**src/rtl/pin_ctrl_pkg.sv**
```systemverilog
// Shared types and widths for the pin transaction controller.
package pin_ctrl_pkg;

    localparam int PIN_W = 8;
    localparam int CNT_W = 8;

    typedef enum logic [2:0] {
        IDLE,
        DRIVE,
        TURN,
        SAMPLE,
        RESP
    } state_t;

    typedef struct packed {
        logic             write;
        logic [PIN_W-1:0] data;
        logic             err;
    } rsp_t;

endpackage

```
**src/rtl/pin_ctrl_timer.sv**
```systemverilog
// Loadable down-counter that stops at zero; one instance is reused for the
// drive-hold, turnaround and sample-delay phases.
module pin_ctrl_timer
    import pin_ctrl_pkg::*;
(
    input  logic             clk,
    input  logic             rst_n,
    input  logic             load_i,
    input  logic [CNT_W-1:0] load_val_i,
    output logic [CNT_W-1:0] value_o,
    output logic             done_o
);

    logic [CNT_W-1:0] cnt_q, cnt_d;

    always_comb begin
        cnt_d = cnt_q;
        if (load_i) begin
            cnt_d = load_val_i;
        end else if (cnt_q != '0) begin
            cnt_d = cnt_q - 1'b1;
        end
    end

    always_ff @(posedge clk or negedge rst_n) begin
        if (!rst_n) begin
            cnt_q <= '0;
        end else begin
            cnt_q <= cnt_d;
        end
    end

    assign value_o = cnt_q;
    assign done_o  = (cnt_q == '0);

endmodule

```
**src/rtl/pin_ctrl.sv**
```systemverilog
// Sequences single-beat read/write requests onto the bidirectional pin stage.
// Define PIN_CTRL_WRITE_VERIFY_EN to flag writes whose loopback value differs.
//
// state  | meaning
// IDLE   | bus released, ready for a request
// DRIVE  | direction=1, data_write held for HOLD_CYCLES
// TURN   | bus released, waiting for the line to settle
// SAMPLE | waiting for the pin's input register before capture
// RESP   | response presented until rsp_ready
module pin_ctrl
    import pin_ctrl_pkg::*;
#(
    parameter int HOLD_CYCLES  = 2,
    parameter int TURN_CYCLES  = 1,
    parameter int SAMPLE_DELAY = 2
) (
    input  logic             clk,
    input  logic             rst_n,
    input  logic             req_valid,
    output logic             req_ready,
    input  logic             req_write,
    input  logic [PIN_W-1:0] req_data,
    output logic             rsp_valid,
    input  logic             rsp_ready,
    output logic             rsp_write,
    output logic [PIN_W-1:0] rsp_data,
    output logic             rsp_err,
    output logic             direction,
    output logic [PIN_W-1:0] data_write,
    input  logic [PIN_W-1:0] data_read,
    output logic             busy
);

    localparam logic [CNT_W-1:0] HOLD_LD   = CNT_W'(HOLD_CYCLES - 1);
    localparam logic [CNT_W-1:0] TURN_LD   = CNT_W'(TURN_CYCLES - 1);
    localparam logic [CNT_W-1:0] SAMPLE_LD = CNT_W'(SAMPLE_DELAY - 1);

    state_t           state_q, state_d;
    logic             direction_q, direction_d;
    logic [PIN_W-1:0] data_write_q, data_write_d;
    rsp_t             rsp_q, rsp_d;

    logic             tmr_load;
    logic [CNT_W-1:0] tmr_load_val;
    logic             tmr_done;
    logic [CNT_W-1:0] tmr_value_unused;
    logic             verify_err;

`ifdef PIN_CTRL_WRITE_VERIFY_EN
    // The loopback passes through the pin's input register, so one hold cycle
    // cannot show the driven byte yet.
    if (HOLD_CYCLES < 2) begin : g_hold_chk
        $error("pin_ctrl: write verify needs HOLD_CYCLES >= 2");
    end
    assign verify_err = (data_read != data_write_q);
`else
    assign verify_err = 1'b0;
`endif

    pin_ctrl_timer u_timer (
        .clk        (clk),
        .rst_n      (rst_n),
        .load_i     (tmr_load),
        .load_val_i (tmr_load_val),
        .value_o    (tmr_value_unused),
        .done_o     (tmr_done)
    );

    always_comb begin
        state_d      = state_q;
        direction_d  = direction_q;
        data_write_d = data_write_q;
        rsp_d        = rsp_q;
        tmr_load     = 1'b0;
        tmr_load_val = '0;
        unique case (state_q)
            IDLE: begin
                if (req_valid) begin
                    tmr_load = 1'b1;
                    if (req_write) begin
                        data_write_d = req_data;
                        direction_d  = 1'b1;
                        tmr_load_val = HOLD_LD;
                        state_d      = DRIVE;
                    end else begin
                        tmr_load_val = TURN_LD;
                        state_d      = TURN;
                    end
                end
            end
            DRIVE: begin
                if (tmr_done) begin
                    direction_d = 1'b0;
                    rsp_d       = '{write: 1'b1, data: data_write_q, err: verify_err};
                    state_d     = RESP;
                end
            end
            TURN: begin
                if (tmr_done) begin
                    tmr_load     = 1'b1;
                    tmr_load_val = SAMPLE_LD;
                    state_d      = SAMPLE;
                end
            end
            SAMPLE: begin
                if (tmr_done) begin
                    rsp_d   = '{write: 1'b0, data: data_read, err: 1'b0};
                    state_d = RESP;
                end
            end
            RESP: begin
                if (rsp_ready) begin
                    state_d = IDLE;
                end
            end
            default: state_d = IDLE;
        endcase
    end

    always_ff @(posedge clk or negedge rst_n) begin
        if (!rst_n) begin
            state_q      <= IDLE;
            direction_q  <= 1'b0;
            data_write_q <= '0;
            rsp_q        <= '0;
        end else begin
            state_q      <= state_d;
            direction_q  <= direction_d;
            data_write_q <= data_write_d;
            rsp_q        <= rsp_d;
        end
    end

    assign req_ready  = (state_q == IDLE) && rst_n;
    assign rsp_valid  = (state_q == RESP);
    assign busy       = (state_q != IDLE);
    assign direction  = direction_q;
    assign data_write = data_write_q;
    assign rsp_write  = rsp_q.write;
    assign rsp_data   = rsp_q.data;
    assign rsp_err    = rsp_q.err;

endmodule
```
**config.mk**
```make
export PLATFORM = sky130hd
export DESIGN_NAME = pin_ctrl
export DESIGN_NICKNAME = d
export VERILOG_FILES = /design/src/rtl/pin_ctrl_pkg.sv /design/src/rtl/pin_ctrl_timer.sv /design/src/rtl/pin_ctrl.sv
export SDC_FILE = /design/constraint.sdc
export NUM_CORES = 1
export LEC_CHECK = 0
export CORE_AREA = 2 2 73 58
export DETAILED_ROUTE_END_ITERATION = 10
export DIE_AREA = 0 0 75 60
export PLACE_DENSITY = 0.74
export SLEW_MARGIN = 20
export SYNTH_ARGS = -nofsm -noshare
export SYNTH_HDL_FRONTEND = slang
export SYNTH_SLANG_ARGS = --single-unit
```
**constraint.sdc**
```tcl
create_clock -name clk -period 1.7 [get_ports clk]
set_input_delay 0.34 -clock clk [delete_from_list [all_inputs] [get_ports clk]]
set_output_delay 0.34 -clock clk [all_outputs]
set_load 0.01 [all_outputs]
```
After elaboration in Yosys (flattened, before gate mapping)

Index checks and enable logic that the tools add are counted.

Eq/ne operators: 11
Mux-type cells: 22
Reductions and logical operators: 13
Add/sub/neg operators: 1

Operator list:

| cell                                                                     | number |
|---|---|
| 10-bit two-way mux                                                       | 2 |
| 10-bit one-hot mux with 2 select lines                                   | 1 |
| 8-bit two-way mux                                                        | 2 |
| 3-bit two-way mux                                                        | 4 |
| 3-bit one-hot mux with 4 select lines                                    | 1 |
| 2-bit inequality test (second input constant)                            | 5 |
| 8-bit logical NOT                                                        | 1 |
| 1-bit two-way mux                                                        | 8 |
| 4-bit AND reduction                                                      | 2 |
| 8-bit nonzero test                                                       | 1 |
| 8-bit by 1-bit subtractor with 8-bit output (second input constant)      | 1 |
| 3-bit by 2-bit == test with 1-bit output (second input constant)         | 2 |
| 1-bit one-hot mux with 2 select lines                                    | 3 |
| 3-bit AND reduction                                                      | 2 |
| 2-bit nonzero test                                                       | 3 |
| 2-bit by 1-bit inequality test with 1-bit output (second input constant) | 2 |
| 3-bit by 1-bit == test with 1-bit output (second input constant)         | 1 |
| 3-bit == test (second input constant)                                    | 1 |
| 3-bit logical NOT                                                        | 1 |
| 3-bit nonzero test                                                       | 1 |
| 2-bit two-way mux                                                        | 1 |
| 2-bit OR reduction                                                       | 1 |
| 1-bit logical AND                                                        | 1 |

Output and inout bits: 22
Register bits after elaboration: 30
Input port bits: 21
Logic and storage cells: 54

Depth between registers and ports, before layout

Gate-level depths: netlist of run 1.

Depth after elaboration: 4
Gate-level depth with buffers: 7

By module

From an unflattened synthesis of run 1, not the netlist that was laid out.

Cells, all modules: 139
Area total of the unflattened synthesis: 1487.7 um^2

By module, submodules not included:

| module         | cells each | area an instance (um^2) | seq. area each (um^2) | instances |
|---|---|---|---|---|
| pin_ctrl       | 85         | 1011.0                  | 525.5                 | 1 |
| pin_ctrl_timer | 54         | 476.7                   | 200.2                 | 1 |

Worst setup path before layout of run 1

OpenSTA, ideal clock, no wires.

Kind: register to register
Start point: register u_timer.cnt_q[0] (netlist: u_timer.value_o[0])
End point: register u_timer.cnt_q[5] (netlist: u_timer.value_o[5])
Setup slack: 0.014 ns
Stages on the path, launching flop included: 8
Arrival time: 1.608 ns
Path through: dfrtp_1 -> inv_1 -> ha_1 -> nor3b_2 -> and2_1 -> buf_6 -> or4_1 -> a21oi_1

Longest elaborated chain between the ends: 4
Elaborated cells on any way between the ends: 8
Classes of those cells: add/sub: 1; mux: 4; reduce/logical: 3

Ends and longest elaborated chain:

| element                                                                             | line                 | source |
|---|---|---|
| from (decl)                                                                         | pin_ctrl_timer.sv:14 | `logic [CNT_W-1:0] cnt_q, cnt_d;` |
| from (signal assigned)                                                              | pin_ctrl_timer.sv:29 | `cnt_q <= cnt_d;` |
| branches (longest 4 deep; another with 8-bit by 1-bit subtractor with 8-bit output) | n/a                  |  |

Parallel ways; which one is timed is not known. The select of a mux whose other input is x is not followed.
A chain may end at the register's enable or synchronous reset.

Final worst setup path of run 1

Start point: register u_timer.cnt_q[1] (netlist: u_timer.value_o[1])
End point: register u_timer.cnt_q[5] (netlist: u_timer.value_o[5])

The elaborated chain is that of the path after synthesis.

==> results.json, run 1 <==
{
  "ys.flop_type": "dfrtp_1",
  "crit_buf_inv": 1,
  "drive_above_1_share": 0.298,
  "initial_core_util": 0.377,
  "cts_sinks": 29,
  "hold_viol": 0,
  "crit_family": "simple AND/OR/NAND/NOR gates",
  "die_area_sq_mm": 0.00450,
  "grt_max_degree": 30,
  "core.rowCount": 20,
  "detail_route.vias_per_cell": 4.90,
  "drt-total-wl_microns": 3500,
  "fin_ws_ns": -0.00850,
  "power_w": 0.00363,
  "drtIter0Drc": 63,
  "io_pins": 43,
  "cts_htree_levels": 2,
  "io_buffers": 41,
  "nets": 213,
  "clock.fmax_mhz": 585,
  "yosys_register_bits": 29,
  "clk_latency_ns": 0.29,
  "worstPathRequired_ns": 1.92,
  "synth_cell_type_count": 39,
  "post-route-period-util": 1.00,
  "antenna_cells": 0,
  "grt.total_usage": 0.178,
  "place.detailed.hpwl_microns": 2540,
  "end_kind": "flip-flop",
  "cp_common_cell": "or4_4",
  "fp.dieW_microns": 75,
  "vias": 1206,
  "status": "complete, but fails checks",
  "yosys.area.top_type_share": 0.503,
  "syn2layout_area_growth_pct": 49.5,
  "syn-instance-count": 131,
  "drtAntennaViolNets": 0,
  "grt_pass1_wl_microns": 5770,
  "grt-ovfl-total": 0,
  "finClkSkew_ns": 0.00559,
  "root_buffer": "clkbuf_8",
  "p_leak_nw": 0.975,
  "avgSynthCellArea_sq_um": 11.0,
  "drc": 0,
  "synth.most_common_cell": "dfrtp_1",
  "setup_viol": 4,
  "max_stage_delay_ns": 0.55,
  "final_cell_count_no_fill": 246,
  "synthArstFlopShare": 1.00,
  "synth_area_leaders": "dfrtp_1, mux2i_1, mux2_2",
  "place_area_sq_mm": 0.00199,
  "post-place-ws_ns": -0.197,
  "slew_viol_final": 0,
  "synth_area_sq_mm": 0.00144,
  "gp_congestion": 0.811,
  "numCtsBuffers": 5,
  "violations": "negative setup slack",
  "fin_crit_ns": 1.71,
  "yosysTopAreaCell": "dfrtp_1",
  "synth_commonest_cells": "dfrtp_1, nand2_1, nor2_1",
  "firstDrtPassIters": 4,
  "synth-edff-count": 0,
  "power.density_mw_per_mm2": 1680,
  "rsz0062_at_grt": "yes",
  "synth.yosys.warnings": 0,
  "cap_violations": 0,
  "arrival_ns": 1.93,
  "finalSetupTns_ns": -0.0194,
  "syn-num-nets": 154,
  "grt_pass1_vias": 1184,
  "synth_seq_area_share": 0.503,
  "ir_drop_uv": 787,
  "startpoint_type": "flip-flop",
  "core_area_sq_mm": 0.00383,
  "placedCellCount": 236,
  "clkTransAtPathRegs_ns": 0.06,
  "worst-setup-path-type": "reg2reg",
  "hp-class": "in2async",
  "crit_slowest_cell": "or4_4",
  "avgRoutedWirePerCell_microns": 14.2,
  "cts_tree": "done",
  "design_area_sq_mm": 0.00216,
  "crit_chain": "buf_6 -> or4_4 -> or4_4 -> a21oi_2",
  "cp_max_fo": 3,
  "antenna_found_initial": 0,
  "clock_path_buffers": 2,
  "fp.dieH_microns": 60
}
placed cells by master, fill, tap and decap left out, types with 2 or more instances in the layout:
master and instances:
mux2i_1 10, nand2_1 11, buf_4 16, nand2_2 2, nor2_1 11, clkbuf_8 5
or4_4 2, dfrtp_1 29, buf_6 3, a21oi_1 4, inv_1 4, clkdlybuf4s50_1 38
mux2_2 8, a21oi_2 2, clkinv_2 2, or3_1 2, a211oi_2 2, o21ai_0 10
xnor2_1 3
flip-flops by register name, summed over array words and instances (netlist names):
register	flops
state_q	3
rsp_write	1
direction	1
data_write	8
rsp_data	8
u_timer.value_o	8
stage by stage:
| step | utilization | hold slack [ns] |
|---|---|---|
| after floorplan | - | 0.0444 |
| after global placement | 0.521 | 0.464 |
| after detailed placement | 0.521 | 0.476 |
| after CTS | 0.553 | 0.491 |
| after global routing | 0.563 | 0.536 |
| final | 0.563 | 0.486 |
cell families (layout without fill, tap and decap cells):
family | Yosys count | in the layout | synth area share
and+or+nand+nor | 41 | 41 | 0.173
DFF | 29 | 29 | 0.503
AOI/OAI and AO/OA | 25 | 25 | 0.108
muxes | 18 | 18 | 0.132
buffers and inverters | 12 | 72 | 0.0460
xor gates and xnor gates | 3 | 3 | 0.0182
adders and majority gates | 2 | 2 | 0.0173
other | 1 | 1 | 0.00260
routing by layer:
| layer | share of wire | wire length, microns | global-route usage | vias to the layer above |
|---|---|---|---|---|
| met5 | 0 | 0 | 0 | - |
| met4 | 0.024 | 84 | 0.0944 | 0 |
| met3 | 0.057 | 200 | 0.0590 | 7 |
| met2 | 0.50 | 1770 | 0.273 | 34 |
| met1 | 0.41 | 1450 | 0.222 | 593 |
| li1 | - | - | - | 572 |
area by class of cell:
type	instances	area, sq um
flip-flops and latches	29	726
repair buffers	59	544
multi-input cells	90	713
inverters	5	18.8
clock buffers	5	68.8
well taps	55	68.8
fillers	315	1670
clock inverters	3	17.5
repair_timing:
item | in CTS | in global routing
pin swaps | 2 | 5
hold buffers | 0 | 0
setup endpoints to repair | 9 | 12
buffers inserted | 2 | 0
resized for setup | 17 | 12
power by group:
part           switching (W)  leakage [nW]  internal, W
combinational       0.000770         0.589      0.00101
sequential          0.000275         0.342      0.00101
clock               0.000281        0.0439     0.000282
total                0.00133         0.975      0.00230
path summary, 6_finish.rpt:
kind,from,end,slack [ns],cells after the start
setup / recovery,u_timer.value_o[1],u_timer.value_o[5],-0.008,4
hold / removal,rst_n,state_q[1],0.49,2
setup reg to reg,u_timer.value_o[1],u_timer.value_o[5],-0.008,4
hold reg to reg,rsp_data[1],rsp_data[1],0.49,2
max in group asynchronous,rst_n,rsp_data[6],0.94,2
min in group clk,rsp_data[1],rsp_data[1],0.49,2
Note: power is estimated with default switching activity, not from simulation.
==> run 2, diff against run 1 <==
--- a/config.mk
+++ b/config.mk
@@ -8,7 +8,7 @@
 export CORE_AREA = 2 2 73 58
 export DETAILED_ROUTE_END_ITERATION = 10
 export DIE_AREA = 0 0 75 60
-export PLACE_DENSITY = 0.74
+export PLACE_DENSITY = 0.78
 export SLEW_MARGIN = 20
 export SYNTH_ARGS = -nofsm -noshare
 export SYNTH_HDL_FRONTEND = slang
==> run 2 against run 1 <==
  * The run still ends with negative setup slack left
  * Routed wire length shrank 1.5%
  * Non-clock buffer count shrank 1
  * Total power grew 0.49%
  * Combinational power decreased by 4%
  * Final cell count fell by 0.41%
  * Count of clock-buffer cells in the layout increased by 2
  * Register-to-register slack is essentially flat
  * Sequential cell count is the same
  * Maximum frequency down 0.19%
  * Via count fell by 2.7%
  * First-iteration DRC count shrank 19%
  * Largest cell class unchanged
==> results.json, run 2 (same netlist as run 1, synthesis figures left out) <==
{
  "status": "complete, but fails checks",
  "violations": "negative setup slack",
  "final_cell_mix": "clkdlybuf4s50_1, dfrtp_1, buf_4",
  "startpoint_type": "flip-flop",
  "drtAntennaViolNets": 0,
  "power_w": 0.00364,
  "io_buffers": 41,
  "cts_htree_levels": 2,
  "worst-setup-path-type": "reg2reg",
  "drive_above_1_share": 0.289,
  "antenna_cells": 0,
  "postCtsHoldBufs": 0,
  "p_leak_nw": 0.958,
  "grt_max_degree": 30,
  "core.rowCount": 20,
  "setup_viol": 1,
  "cts_tree": "done",
  "fp.dieH_microns": 60,
  "antenna_found_initial": 0,
  "root_buffer": "clkbuf_8",
  "drc": 0,
  "fp.dieW_microns": 75,
  "drtIter0Drc": 51,
  "fin_crit_ns": 1.71,
  "grt_pass1_vias": 1122,
  "end_kind": "flip-flop",
  "clk_latency_ns": 0.28,
  "rsz0062_at_grt": "yes",
  "place.detailed.hpwl_microns": 2650,
  "cp_max_fo": 4,
  "worstPathRequired_ns": 1.91,
  "fin_ws_ns": -0.0118,
  "final_common_cell": "clkdlybuf4s50_1",
  "finalSetupTns_ns": -0.0118,
  "vias": 1173,
  "fillers": 325,
  "numCtsBuffers": 5,
  "final_cell_count_no_fill": 245,
  "nets": 212,
  "slew_viol_final": 0,
  "clock.fmax_mhz": 584,
  "drt-total-wl_microns": 3450,
  "gp_congestion": 0.818,
  "placedCellCount": 236,
  "firstDrtPassIters": 4,
  "grt-ovfl-total": 0,
  "clock_path_buffers": 2,
  "ir_drop_uv": 695,
  "post-route-period-util": 1.01,
  "post-route-util": 0.558,
  "hold_viol": 0,
  "hp-class": "reg2reg",
  "cap_violations": 0,
  "detail_route.vias_per_cell": 4.79,
  "avgRoutedWirePerCell_microns": 14.1,
  "post-place-ws_ns": -0.171,
  "clkTransAtPathRegs_ns": 0.06,
  "initial_core_util": 0.377,
  "io_pins": 43,
  "arrival_ns": 1.92,
  "cts_sinks": 29,
  "die_area_sq_mm": 0.00450,
  "core_area_sq_mm": 0.00383,
  "power.density_mw_per_mm2": 1710,
  "finClkSkew_ns": 0.00650,
  "grt_pass1_wl_microns": 5400,
  "grt.total_usage": 0.166,
  "syn2layout_area_growth_pct": 48.0
}
## run 2: stage by stage
step / hold slack [ns] / area [sq um]
global placement: 0.467 / 1990
detailed placement: 0.480 / 1990
global route: 0.515 / 2130
floorplan: 0.0444 / 1440
CTS: 0.494 / 2100
finish: 0.480 / 2130
## run 2: per-layer routing
| layer | share of wire | global-route usage | wire (microns) | vias up |
|---|---|---|---|---|
| met2 | 0.47 | 0.237 | 1630 | 26 |
| met4 | 0.029 | 0.0969 | 99 | 0 |
| met3 | 0.035 | 0.0422 | 120 | 11 |
| met1 | 0.47 | 0.228 | 1610 | 561 |
| met5 | 0 | 0 | 0 | - |
| li1 | - | - | - | 575 |
## run 2: repair_timing
| item | CTS | global route |
|---|---|---|
| setup endpoints to repair | 5 | 21 |
| pin swaps | 1 | 3 |
| setup buffers | 1 | 0 |
| gates resized for setup | 12 | 12 |
## run 2: worst paths after layout
check | from | to | slack (ns) | depth (start not counted)
worst max register to register | u_timer.value_o[3] | u_timer.value_o[5] | -0.01 | 3
worst max-delay path | u_timer.value_o[3] | u_timer.value_o[5] | -0.01 | 3
worst min-delay path | rsp_data[7] | rsp_data[7] | 0.48 | 2
min in group asynchronous | rst_n | state_q[1] | 0.50 | 2
worst min register to register | rsp_data[7] | rsp_data[7] | 0.48 | 2
max in group asynchronous | rst_n | u_timer.value_o[3] | 0.91 | 2
## run 2: where the power goes
part           internal, W  switching (W)  leakage [nW]
sequential         0.00101       0.000320         0.340
combinational     0.000977       0.000720         0.563
clock             0.000365       0.000249        0.0542
total              0.00236        0.00129         0.958
## run 2: layout make-up
class	instances	area (sq um)	share of cell area
Sequential cell	29	728	0.341
Multi-Input combinational cell	90	689	0.323
Timing Repair Buffer	58	528	0.247
Clock buffer	7	96.3	0.0451
Tap cell	55	68.8	0.0322
Inverter	5	18.8	0.00879
Clock inverter	1	5.00	0.00234
## run 2: critical path, stage by stage (launching register included)
cell	delay, ns
dfrtp_2	0.45
or4_4	0.55
or4_4	0.50
a21oi_2	0.14
